File: src/rtl/pipe_pkg.sv
// Shared IF/ID pipeline types and constants: entry struct, occupancy encoding,
// default bubble instruction and PC increment.
package pipe_pkg;

  localparam logic [31:0] DEFAULT_NOP_INSTR = 32'h0000_0000;
  localparam logic [31:0] PC_INCR           = 32'd4;

  typedef struct packed {
    logic [31:0] pc;
    logic [31:0] pc_plus4;
    logic [31:0] instr;
    logic        valid;
  } if_id_entry_t;

  typedef enum logic [1:0] {
    OCC_EMPTY = 2'd0,
    OCC_ONE   = 2'd1,
    OCC_TWO   = 2'd2
  } occ_state_t;

  // Builds a valid fetch entry; pc_plus4 wraps modulo 2^32.
  function automatic if_id_entry_t make_entry(input logic [31:0] pc, input logic [31:0] instr);
    if_id_entry_t e;
    e.pc       = pc;
    e.pc_plus4 = pc + PC_INCR;
    e.instr    = instr;
    e.valid    = 1'b1;
    return e;
  endfunction

endpackage

File: src/rtl/if_skid_buf.sv
// One-entry skid buffer holding the fetch that was already in flight when decode stalled.
module if_skid_buf
  import pipe_pkg::*;
(
  input  logic         clk,
  input  logic         rst,
  input  logic         clear,
  input  logic         load,
  input  logic         unload,
  input  if_id_entry_t entry_i,
  output if_id_entry_t entry_o,
  output logic         valid_o
);

  if_id_entry_t entry_q, entry_d;

  // A simultaneous load and unload replaces the drained entry with the new fetch.
  always_comb begin
    entry_d = entry_q;
    if (clear) begin
      entry_d.valid = 1'b0;
    end else if (load) begin
      entry_d = entry_i;
    end else if (unload) begin
      entry_d.valid = 1'b0;
    end
  end

  always_ff @(posedge clk) begin
    if (rst) begin
      entry_q <= '0;
    end else begin
      entry_q <= entry_d;
    end
  end

  assign entry_o = entry_q;
  assign valid_o = entry_q.valid;

endmodule

File: src/rtl/if_id_stage.sv
// IF/ID pipeline slot with one-entry skid buffer, PC write enable and flush handling.
// Optional stall/valid cycle counter on output Stall_Cnt when IF_ID_PERF_EN is defined.
module if_id_stage
  import pipe_pkg::*;
#(
  parameter logic [31:0] NOP_INSTR = DEFAULT_NOP_INSTR
) (
  input  logic        Clk,
  input  logic        Rst,
  input  logic [31:0] PC_In,
  input  logic [31:0] Instr_In,
  input  logic        IMem_Ready,
  input  logic        Stall,
  input  logic        Flush,
  output logic        En_PC,
  output logic [31:0] PC_Out,
  output logic [31:0] PC_Plus4_Out,
  output logic [31:0] Instr_Out,
  output logic        Valid_Out
`ifdef IF_ID_PERF_EN
  ,
  output logic [31:0] Stall_Cnt
`endif
);

  occ_state_t   state_q, state_d;
  if_id_entry_t slot_q, slot_d;
  if_id_entry_t fetch_entry, skid_entry;
  logic         skid_valid, skid_load, skid_unload, accept;

  assign fetch_entry = make_entry(PC_In, Instr_In);

  if_skid_buf u_skid (
    .clk     (Clk),
    .rst     (Rst),
    .clear   (Flush),
    .load    (skid_load),
    .unload  (skid_unload),
    .entry_i (fetch_entry),
    .entry_o (skid_entry),
    .valid_o (skid_valid)
  );

  always_ff @(posedge Clk) begin
    if (Rst) begin
      state_q <= OCC_EMPTY;
      slot_q  <= '{pc: 32'd0, pc_plus4: PC_INCR, instr: NOP_INSTR, valid: 1'b0};
    end else begin
      state_q <= state_d;
      slot_q  <= slot_d;
    end
  end

  always_comb begin
    state_d     = state_q;
    slot_d      = slot_q;
    skid_load   = 1'b0;
    skid_unload = 1'b0;
    if (Flush) begin
      state_d = OCC_EMPTY;
      slot_d  = '{pc: 32'd0, pc_plus4: PC_INCR, instr: NOP_INSTR, valid: 1'b0};
    end else if (Stall) begin
      // An empty slot is filled directly so the skid is never valid without the slot.
      unique case (state_q)
        OCC_EMPTY: if (accept) begin
          slot_d  = fetch_entry;
          state_d = OCC_ONE;
        end
        OCC_ONE: if (accept) begin
          skid_load = 1'b1;
          state_d   = OCC_TWO;
        end
        default: ;
      endcase
    end else begin
      if (state_q == OCC_TWO) begin
        slot_d      = skid_entry;
        skid_load   = accept;
        skid_unload = ~accept;
        state_d     = accept ? OCC_TWO : OCC_ONE;
      end else if (accept) begin
        slot_d  = fetch_entry;
        state_d = OCC_ONE;
      end else begin
        slot_d.instr = NOP_INSTR;
        slot_d.valid = 1'b0;
        state_d      = OCC_EMPTY;
      end
    end
  end

  always_comb begin
    En_PC        = Flush | (IMem_Ready & (~Stall | ~skid_valid));
    accept       = IMem_Ready & En_PC;
    PC_Out       = slot_q.pc;
    PC_Plus4_Out = slot_q.pc_plus4;
    Instr_Out    = slot_q.instr;
    Valid_Out    = slot_q.valid;
  end

`ifdef IF_ID_PERF_EN
  logic [31:0] stall_cnt_q, stall_cnt_d;

  // Saturating count of cycles where a real instruction is held by a stall.
  always_comb begin
    stall_cnt_d = stall_cnt_q;
    if (Stall && slot_q.valid && (stall_cnt_q != 32'hFFFF_FFFF)) begin
      stall_cnt_d = stall_cnt_q + 32'd1;
    end
  end

  always_ff @(posedge Clk) begin
    if (Rst) begin
      stall_cnt_q <= 32'd0;
    end else begin
      stall_cnt_q <= stall_cnt_d;
    end
  end

  assign Stall_Cnt = stall_cnt_q;
`else
  // Counter omitted: no Stall_Cnt port in this build.
`endif

endmodule

File: config.mk
export PLATFORM = sky130hd
export DESIGN_NAME = if_id_stage
export DESIGN_NICKNAME = d
export VERILOG_FILES = /design/src/rtl/pipe_pkg.sv /design/src/rtl/if_skid_buf.sv /design/src/rtl/if_id_stage.sv
export SDC_FILE = /design/constraint.sdc
export NUM_CORES = 1
export LEC_CHECK = 0
export ABC_AREA = 1
export CAP_MARGIN = 20
export CORE_MARGIN = 5
export CORE_UTILIZATION = 47
export CTS_CLUSTER_DIAMETER = 80
export CTS_CLUSTER_SIZE = 40
export DETAILED_ROUTE_END_ITERATION = 10
export PLACE_DENSITY = 0.77
export SKIP_CTS_REPAIR_TIMING = 1
export SLEW_MARGIN = 20
export SYNTH_ARGS = -nofsm -noshare
export SYNTH_HDL_FRONTEND = slang
export SYNTH_SLANG_ARGS = --single-unit
export TNS_END_PERCENT = 5
File: constraint.sdc
create_clock -name Clk -period 1.5 [get_ports Clk]
set_clock_uncertainty 0.05 [all_clocks]
set_input_delay 0.15 -clock Clk [delete_from_list [all_inputs] [get_ports Clk]]
set_output_delay 0.15 -clock Clk [all_outputs]
set_load 0.03 [all_outputs]
==> metrics.md, run 1 <==
| Metric | Value |
|---|---|
| Combinational family with the most area after synthesis | simple AND/OR/NAND/NOR gates |
| Worst reg2reg endpoint | PC_Plus4_Out[28]$_SDFFE_PP0P_ |
| Top area cells in the synthesized netlist | sky130_fd_sc_hd__dfxtp_1 (43%), sky130_fd_sc_hd__nand2_1 (11%), sky130_fd_sc_hd__a21oi_1 (10%), sky130_fd_sc_hd__o21ai_0 (7.5%), sky130_fd_sc_hd__inv_1 (5.0%) |
| Final critical-path setup slack | -0.148 ns |
| Synthesized area per cell | 7.06 µm² |
| Power density over the cells | 919 nW/µm² |
| Required time of the critical path | 1.79 ns |
| Per-cell routed wire length | 15.9 µm |
| Post-detailed-routing wire length | 27,700 µm |
| Final Hold Fails | 0 |
| Hold slack | 0.0886 ns |
| Remaining number of nets flagged by the antenna check after routing | 0 |
| Post-synthesis compound-gate area fraction | 0.203 |
| Chain of cells forming the critical path | inv_2 -> nor2_4 -> inv_2 -> ha_4 -> nor2_4 -> nand2_4 -> buf_12 -> buf_12 -> a21oi_1 -> a21oi_1 |
| Worst vdd rail ir drop | 0.813 mV |
| Count of cell instances traversed by the critical path | 10 |
| Gate family responsible for the most delay along the worst path | buffers and inverters |
| Flop and latch count out of synthesis | 192 |
| Cell Area, Synth | 8930 µm² |
| Type of the most critical hold path | in -> reg |
| Top-Level Pins | 167 |
| Vias in the first global route | 8,294 |
| Site Rows | 50 |
| Data arrival time of the critical path | 1.94 ns |
| Antenna violations before repair | 0 |
| Diodes inserted | 0 |
| Share of cell area taken by muxes after synthesis | 0 |
| Clock net sink count | 192 |
| Synth warn | 0 |
| Root buffer cell | sky130_fd_sc_hd__clkbuf_16 |
| Number of cells on the worst reg-to-reg path | 10 |
| Post-layout min period | 1.65 ns |
| Vert. Die Dim | 148 µm |
| Vias/cell | 5.29 |
| Most used standard cell by instance count after synthesis | sky130_fd_sc_hd__nand2_1 |
| Cell type contributing the most total cell area after synthesis | sky130_fd_sc_hd__dfxtp_1 |
| Clock Latency Late Sink | 0.45 ns |
| Launching element type of the critical path | register |
| Net count of the finished layout | 1,568 |
| Deepest clock path buffer count | 2 |
| End point of the most critical hold path | u_skid.entry_o[73]$_SDFFE_PP0P_ |
| Hold_sp | PC_In[8] |
| Post-synthesis share of cell area spent on full adders, half adders and majority gates | 0.00560 |
| Outcome | finished with violations |
| Setup crit end kind | register |
| Clock tree from TritonCTS | yes |
| Setup repair after global routing missed its margin | true |
| Worst slack at placement | -0.594 ns |
| Fraction of final layout cells with drive strength greater than 1 | 0.190 |
| Reg2Reg Setup Slack | -0.15 ns |
| Initial Utilization | 0.477 |
| Post-route DRC | 0 |
| Leakage dissipation | 6.83 nW |
| Core Region | 18,700 µm² |
| Routability cong. | 0.917 |
| Post-synthesis share of cell area spent on and, or, nand and nor gates | 0.237 |
| Measured slew at the worst slew-check pin | 0.414 ns |
| Seq/Total Area, Yosys | 0.430 |
| Remaining max-slew budget at the tightest pin | 0.723 |
| Horizontal extent of the die | 148 µm |
| Unique masters post-synth | 33 |
| H-tree depth reported by CTS | 4 |
| Delay of the slowest critical-path stage | 0.34 ns |
| Area of the die | 21,900 µm² |
| Post-synth net total | 1,337 |
| Highest fanout seen on the critical path | 19 |
| Failing checks | setup timing |
| Fillers | 1,471 |
| Post-detailed-placement half-perimeter wirelength | 18,500 µm |
| Synthesized instance count | 1,264 |
| Final setup violating endpoints | 168 |
| Top cell types by occurrence after synthesis | sky130_fd_sc_hd__nand2_1 (273), sky130_fd_sc_hd__dfxtp_1 (192), sky130_fd_sc_hd__a21oi_1 (179) |
| Number of detailed-routing iterations run before antenna repair | 5 |
| Final-report max-slew violation count | 0 |
| Xor and xnor area share after synthesis | 0.0108 |
| Area growth, synth to finish | 44.2% |
| Class of the most critical setup path | reg -> reg |
| Largest net degree at the start of global routing | 56 |
| Max-capacitance violation count | 0 |
| Total congestion overflow after global routing | 0 |
| Final worst-path cycle share | 1.10 |
| Inserted Clock Buffers | 17 |
| Main synth FF type | sky130_fd_sc_hd__dfxtp_1 |
| Wire length of the first global-routing pass | 41,900 µm |
| CTS clk-pin slew, worst paths | 0.08 ns |
| Drt initial violations | 601 |
| Number of flops mapped to enable cells by yosys | 0 |
| Port Buffers | 166 |
| Overall routing resource usage | 0.234 |
| Hold depth | 3 |
| Via count | 9,217 |
| Maximum clock frequency | 607 MHz |
| Synth async-reset ratio | 0 |
| Slowest stage cell on the critical path | sky130_fd_sc_hd__dfxtp_2 |
| Launch instance of the worst register-to-register path | state_q[1]$_SDFFE_PP0P_ |
| Area share of the largest cell type after synthesis | 0.430 |
| Crit path buf inv count | 4 |
==> cell type report <==
| type | instances | area [µm²] | share of cell area |
|---|---|---|---|
| well taps | 234 | 293 | 0.0227 |
| clock inverters | 15 | 185 | 0.0144 |
| multi-input cells | 859 | 4330 | 0.336 |
| repair buffers | 298 | 3300 | 0.257 |
| flip-flops and latches | 192 | 3850 | 0.299 |
| inverters | 127 | 488 | 0.0379 |
| clock buffers | 17 | 425 | 0.0330 |
==> cells by family after synthesis <==
group / after synthesis
compound gates: 355
xor+xnor: 11
fa+ha+maj: 4
buf+inv: 213
flops: 192
simple gates: 489
==> stage by stage <==
step	power, mW	cell area (µm²)	util	setup TNS, ns	std cells
after floorplan	6.34	8950	-	-0.329	1264
after global placement	7.16	11500	0.617	-67.80	1698
after detailed placement	7.19	11500	0.617	-72.46	1698
after CTS	11.8	12200	0.650	-31.47	1730
after global routing	12.3	12900	0.688	-26.23	1742
final	11.8	12900	0.688	-8.22	1742
==> flip-flops by register name, indices dropped and copies added, names as in the netlist <==
signal          count
u_skid.entry_o     94
Instr_Out          32
PC_Out             32
Valid_Out           1
PC_Plus4_Out       30
u_skid.valid_o      1
state_q             2
==> worst max-delay path by stage <==
stage                                startpoint                             to
detailed placement                     PC_In[9]  PC_Plus4_Out[17]$_SDFFE_PP0P_
global placement                       PC_In[9]  PC_Plus4_Out[17]$_SDFFE_PP0P_
floorplan           u_skid.valid_o$_SDFFE_PP0P_         PC_Out[2]$_SDFFE_PP0P_
CTS                      PC_Out[2]$_SDFFE_PP0P_                      PC_Out[2]
global route            state_q[1]$_SDFFE_PP0P_        PC_Out[10]$_SDFFE_PP0P_
finish                  state_q[1]$_SDFFE_PP0P_  PC_Plus4_Out[28]$_SDFFE_PP0P_
==> where the power goes <==
| group | leakage [nW] | switching (mW) | total (mW) | internal [mW] |
|---|---|---|---|---|
| registers | 1.56 | 0.0732 | 5.31 | 5.24 |
| clock network | 0.284 | 2.35 | 4.62 | 2.27 |
| logic | 4.99 | 1.07 | 1.90 | 0.834 |
==> worst min-delay path, stage by stage <==
cell                             delay (ns)
sky130_fd_sc_hd__dlymetal6s2s_1        0.19
sky130_fd_sc_hd__o21ai_1               0.15
sky130_fd_sc_hd__a21oi_1               0.04
==> metal layers <==
| metal | vias up | global-route usage | part of all wire |
|---|---|---|---|
| li1 | 4564 | - | - |
| met1 | 4294 | 0.303 | 0.43 |
| met2 | 318 | 0.390 | 0.48 |
| met3 | 41 | 0.0490 | 0.070 |
| met4 | 0 | 0.0794 | 0.020 |
| met5 | - | 0 | 0 |
==> cells in the final DEF, fill, tap and decap left out, types with 3 or more instances in the layout <==
cell and n:
sky130_fd_sc_hd__nand2_4 4, sky130_fd_sc_hd__nand2_1 271, sky130_fd_sc_hd__o21a_1 4, sky130_fd_sc_hd__nand3b_1 4, sky130_fd_sc_hd__inv_1 116, sky130_fd_sc_hd__clkbuf_16 21
sky130_fd_sc_hd__dlymetal6s2s_1 108, sky130_fd_sc_hd__inv_8 3, sky130_fd_sc_hd__xnor2_1 4, sky130_fd_sc_hd__nor2_2 20, sky130_fd_sc_hd__nand2_2 3, sky130_fd_sc_hd__o21ai_1 94
sky130_fd_sc_hd__dfxtp_1 189, sky130_fd_sc_hd__nor2_4 5, sky130_fd_sc_hd__dfxtp_2 3, sky130_fd_sc_hd__inv_2 8, sky130_fd_sc_hd__o21ai_2 11, sky130_fd_sc_hd__nand3_1 27
sky130_fd_sc_hd__a21oi_1 154, sky130_fd_sc_hd__a21oi_2 24, sky130_fd_sc_hd__o21ai_0 61, sky130_fd_sc_hd__clkinvlp_4 3, sky130_fd_sc_hd__nand4_1 33, sky130_fd_sc_hd__xor2_1 7
sky130_fd_sc_hd__buf_12 21, sky130_fd_sc_hd__buf_4 100, sky130_fd_sc_hd__or2_2 32, sky130_fd_sc_hd__nand3_2 3, sky130_fd_sc_hd__clkinv_8 5, sky130_fd_sc_hd__nor2_1 86
sky130_fd_sc_hd__clkdlybuf4s50_1 57, sky130_fd_sc_hd__buf_6 6
Power figures use the tool's default switching activity.
==> run 2: changes to the inputs <==
CTS_CLUSTER_SIZE = unset   (was 40)
SETUP_SLACK_MARGIN = 0.2   (was unset)
SKIP_CTS_REPAIR_TIMING = unset   (was 1)
==> run 2 against run 1 <==
Against the previous run: the run still ends with setup timing left; first-iteration DRC count rose by 2.3%; die area did not move; utilization fell by 0.70 points; global-route usage rose by 2.4 points; fmax rose by 0.65%; cell area fell by 1.0%; critical endpoint is now u_skid.entry_o[56]$_SDFFE_PP0P_; largest cell class unchanged.
==> metrics.md, run 2 (synthesis gave the netlist of run 1 again) <==
| Metric | Value |
|---|---|
| Clock group share of total power | 0.400 (+0.010) |
| Pint | 8.39 mW (+0.56%) |
| Per-cell routed wire length | 17.2 µm (+8.1%) |
| Gate family responsible for the most delay along the worst path | buffers and inverters |
| Hold Buf Count CTS | 0 |
| Final core utilization | 0.681 (-0.00702) |
| Overall routing resource usage | 0.258 (+0.0238) |
| Setup Total Neg Slack | -11.68 ns (-3.46 ns) |
| Remaining number of nets flagged by the antenna check after routing | 0 (unchanged) |
| Final-report max-slew violation count | 0 (unchanged) |
| Diodes inserted | 0 (unchanged) |
| Post-detailed-routing wire length | 30,300 µm (+9.2%) |
| Commonest non-fill, non-tap cells in the layout | sky130_fd_sc_hd__nand2_1 (268), sky130_fd_sc_hd__dfxtp_1 (189), sky130_fd_sc_hd__a21oi_1 (129) |
| Fillers | 1,487 (+1.1%) |
| Post-layout min period | 1.64 ns (-0.0106 ns) |
| Most common cell after layout, fill and taps aside | sky130_fd_sc_hd__nand2_1 |
| Total congestion overflow after global routing | 0 (unchanged) |
| Failing checks | setup timing |
| Outcome | finished with violations |
| H-tree depth reported by CTS | 4 (unchanged) |
| CTS clk-pin slew, worst paths | 0.08 ns (about the same) |
| Power density over the cells | 946 nW/µm² (+2.9%) |
| Fraction of final layout cells with drive strength greater than 1 | 0.282 (+0.0921) |
| Logic pwr share | 0.159 (-0.002) |
| Global routing met1 resource utilization | 0.339 (+0.0356) |
| Wire length of the first global-routing pass | 45,700 µm (+9.2%) |
| Final Hold Fails | 0 (unchanged) |
| Vias/cell | 5.38 (+1.7%) |
| Clock net sink count | 192 (unchanged) |
| Net count of the finished layout | 1,586 (+1.1%) |
| Vias in the first global route | 8,627 (+4.0%) |
| Slowest stage cell on the critical path | sky130_fd_sc_hd__dfxtp_2 |
| Final worst-path cycle share | 1.09 (-0.00707) |
| Core Region | 18,700 µm² (unchanged) |
| Chain of cells forming the critical path | nand2_2 -> o21ai_4 -> buf_6 -> inv_4 -> nand3_4 -> buf_12 -> inv_4 -> buf_12 -> o21a_1 -> nand2_1 -> inv_1 |
| Routability cong. | 0.874 (-4.7%) |
| Inserted Clock Buffers | 17 (unchanged) |
| Worst vdd rail ir drop | 0.851 mV (+4.7%) |
| Crit path buf inv count | 6 (+2) |
| Number of detailed-routing iterations run before antenna repair | 5 (unchanged) |
| Post-route total power | 12.1 mW (+1.9%) |
| Vert. Die Dim | 148 µm (unchanged) |
| Post-detailed-placement half-perimeter wirelength | 19,000 µm (+2.9%) |
| Antenna violations before repair | 1 (+1) |
| Highest fanout seen on the critical path | 10 (-9) |
| Delay of the slowest critical-path stage | 0.34 ns (about the same) |
| Leakage dissipation | 5.53 nW (-19%) |
| Setup crit end kind | register |
| Site Rows | 50 (unchanged) |
| Via count | 9,470 (+2.7%) |
| Top-Level Pins | 167 (unchanged) |
| Remaining max-slew budget at the tightest pin | 0.795 (+0.0711) |
| Area of the die | 21,900 µm² (unchanged) |
| Class of the most critical setup path | reg -> reg |
| Drt initial violations | 615 (+2.3%) |
| Final setup violating endpoints | 178 (+6.0%) |
| Horizontal extent of the die | 148 µm (unchanged) |
| Launching element type of the critical path | register |
| Clock tree from TritonCTS | yes |
| Met3 track utilization from global routing | 0.0533 (+0.00429) |
| Max-capacitance violation count | 0 (unchanged) |
| Worst slack at placement | -0.553 ns (+0.0410 ns) |
| Sequential share of power | 0.441 (-0.008) |
| Type of the most critical hold path | in -> reg |
| Clock Latency Late Sink | 0.45 ns (about the same) |
| Port Buffers | 166 (unchanged) |
| Required time of the critical path | 1.80 ns (about the same) |
| Setup repair after global routing missed its margin | true |
| Measured slew at the worst slew-check pin | 0.307 ns (-0.107 ns) |
| Hold slack | 0.210 ns (+0.122 ns) |
| Largest net degree at the start of global routing | 43 (-23%) |
| Maximum clock frequency | 611 MHz (+0.65%) |
| Root buffer cell | sky130_fd_sc_hd__clkbuf_16 |
| Max FFs per register | 94 (unchanged) |
| Post-route DRC | 0 (unchanged) |
| Data arrival time of the critical path | 1.93 ns (about the same) |
| Final critical-path setup slack | -0.137 ns (+0.0106 ns) |
| GRT met2 Usage | 0.424 (+0.0342) |
| Switch Pwr | 3.67 mW (+5.0%) |
| Initial Utilization | 0.477 (unchanged) |
| Layer with the highest usage | met2 |
| Area growth, synth to finish | 42.7% |
| Deepest clock path buffer count | 2 (unchanged) |
| Net Sw Frac | 0.304 (+0.00911) |
## run 2: changes by cell type in the layout (fill, tap and decap cells not counted), moves of 25 or more
| cell | change |
|---|---|
| sky130_fd_sc_hd__dlymetal6s2s_1 | -102 |
| sky130_fd_sc_hd__buf_2 | +90 |
| sky130_fd_sc_hd__o21ai_1 | -38 |
| sky130_fd_sc_hd__o21ai_0 | +30 |
| sky130_fd_sc_hd__a21oi_2 | +26 |
| sky130_fd_sc_hd__a21oi_1 | -25 |
## run 2: layer usage
| metal | vias to the layer above | wire length [µm] |
|---|---|---|
| met2 | 434 | 14500 |
| met4 | 0 | 804 |
| li1 | 4587 | - |
| met3 | 62 | 2400 |
| met5 | - | 0 |
| met1 | 4387 | 12500 |
## run 2: worst reg2reg max path, stage by stage, from the launching register on
cell	delay, ns
sky130_fd_sc_hd__dfxtp_2	0.34
sky130_fd_sc_hd__nand2_2	0.07
sky130_fd_sc_hd__o21ai_4	0.21
sky130_fd_sc_hd__buf_6	0.15
sky130_fd_sc_hd__inv_4	0.04
sky130_fd_sc_hd__nand3_4	0.08
sky130_fd_sc_hd__buf_12	0.15
sky130_fd_sc_hd__inv_4	0.06
sky130_fd_sc_hd__buf_12	0.14
sky130_fd_sc_hd__o21a_1	0.17
sky130_fd_sc_hd__nand2_1	0.06
sky130_fd_sc_hd__inv_1	0.03
## run 2: power groups by stage
stage          Sequential [mW]  Clock (mW)  Combinational (mW)
2_1_floorplan             5.62           0               0.723
3_3_place_gp              5.43           0                1.74
3_5_place_dp              5.43           0                1.76
4_1_cts                   5.31        4.86                1.78
5_1_grt                   5.33        5.09                2.05
6_report                  5.32        4.82                1.91
## run 2: metrics by stage
step | std cells | area [µm²]
CTS | 1746 | 12400
finish | 1760 | 12700
global route | 1760 | 12700
detailed placement | 1698 | 11600
global placement | 1698 | 11600
floorplan | 1264 | 8950
## run 2: repair_timing
action / in CTS / in global routing
gates cloned: 5 / 9
pin swaps: 18 / 40
setup buffers: 11 / 5
setup endpoints to repair: 289 / 231
gates resized for setup: 472 / 180
hold endpoints to repair: 0 / 0
## run 2: cell type report
cell class	count	area [µm²]	area share
well taps	234	293	0.0230
clock buffers	17	425	0.0334
clock inverters	15	216	0.0170
flip-flops and latches	192	3850	0.302
inverters	127	497	0.0390
multi-input cells	859	4450	0.350
repair buffers	316	3010	0.236
## run 2: worst paths after layout
| check | startpoint | cells past startpoint | slack, ns | endpoint |
|---|---|---|---|---|
| max reg2reg | u_skid.valid_o$_SDFFE_PP0P_ | 11 | -0.14 | u_skid.entry_o[56]$_SDFFE_PP0P_ |
| min reg2reg | u_skid.entry_o[74]$_SDFFE_PP0P_ | 2 | 0.40 | u_skid.entry_o[74]$_SDFFE_PP0P_ |
| min | PC_In[25] | 4 | 0.21 | u_skid.entry_o[90]$_SDFFE_PP0P_ |
| max | u_skid.valid_o$_SDFFE_PP0P_ | 11 | -0.14 | u_skid.entry_o[56]$_SDFFE_PP0P_ |
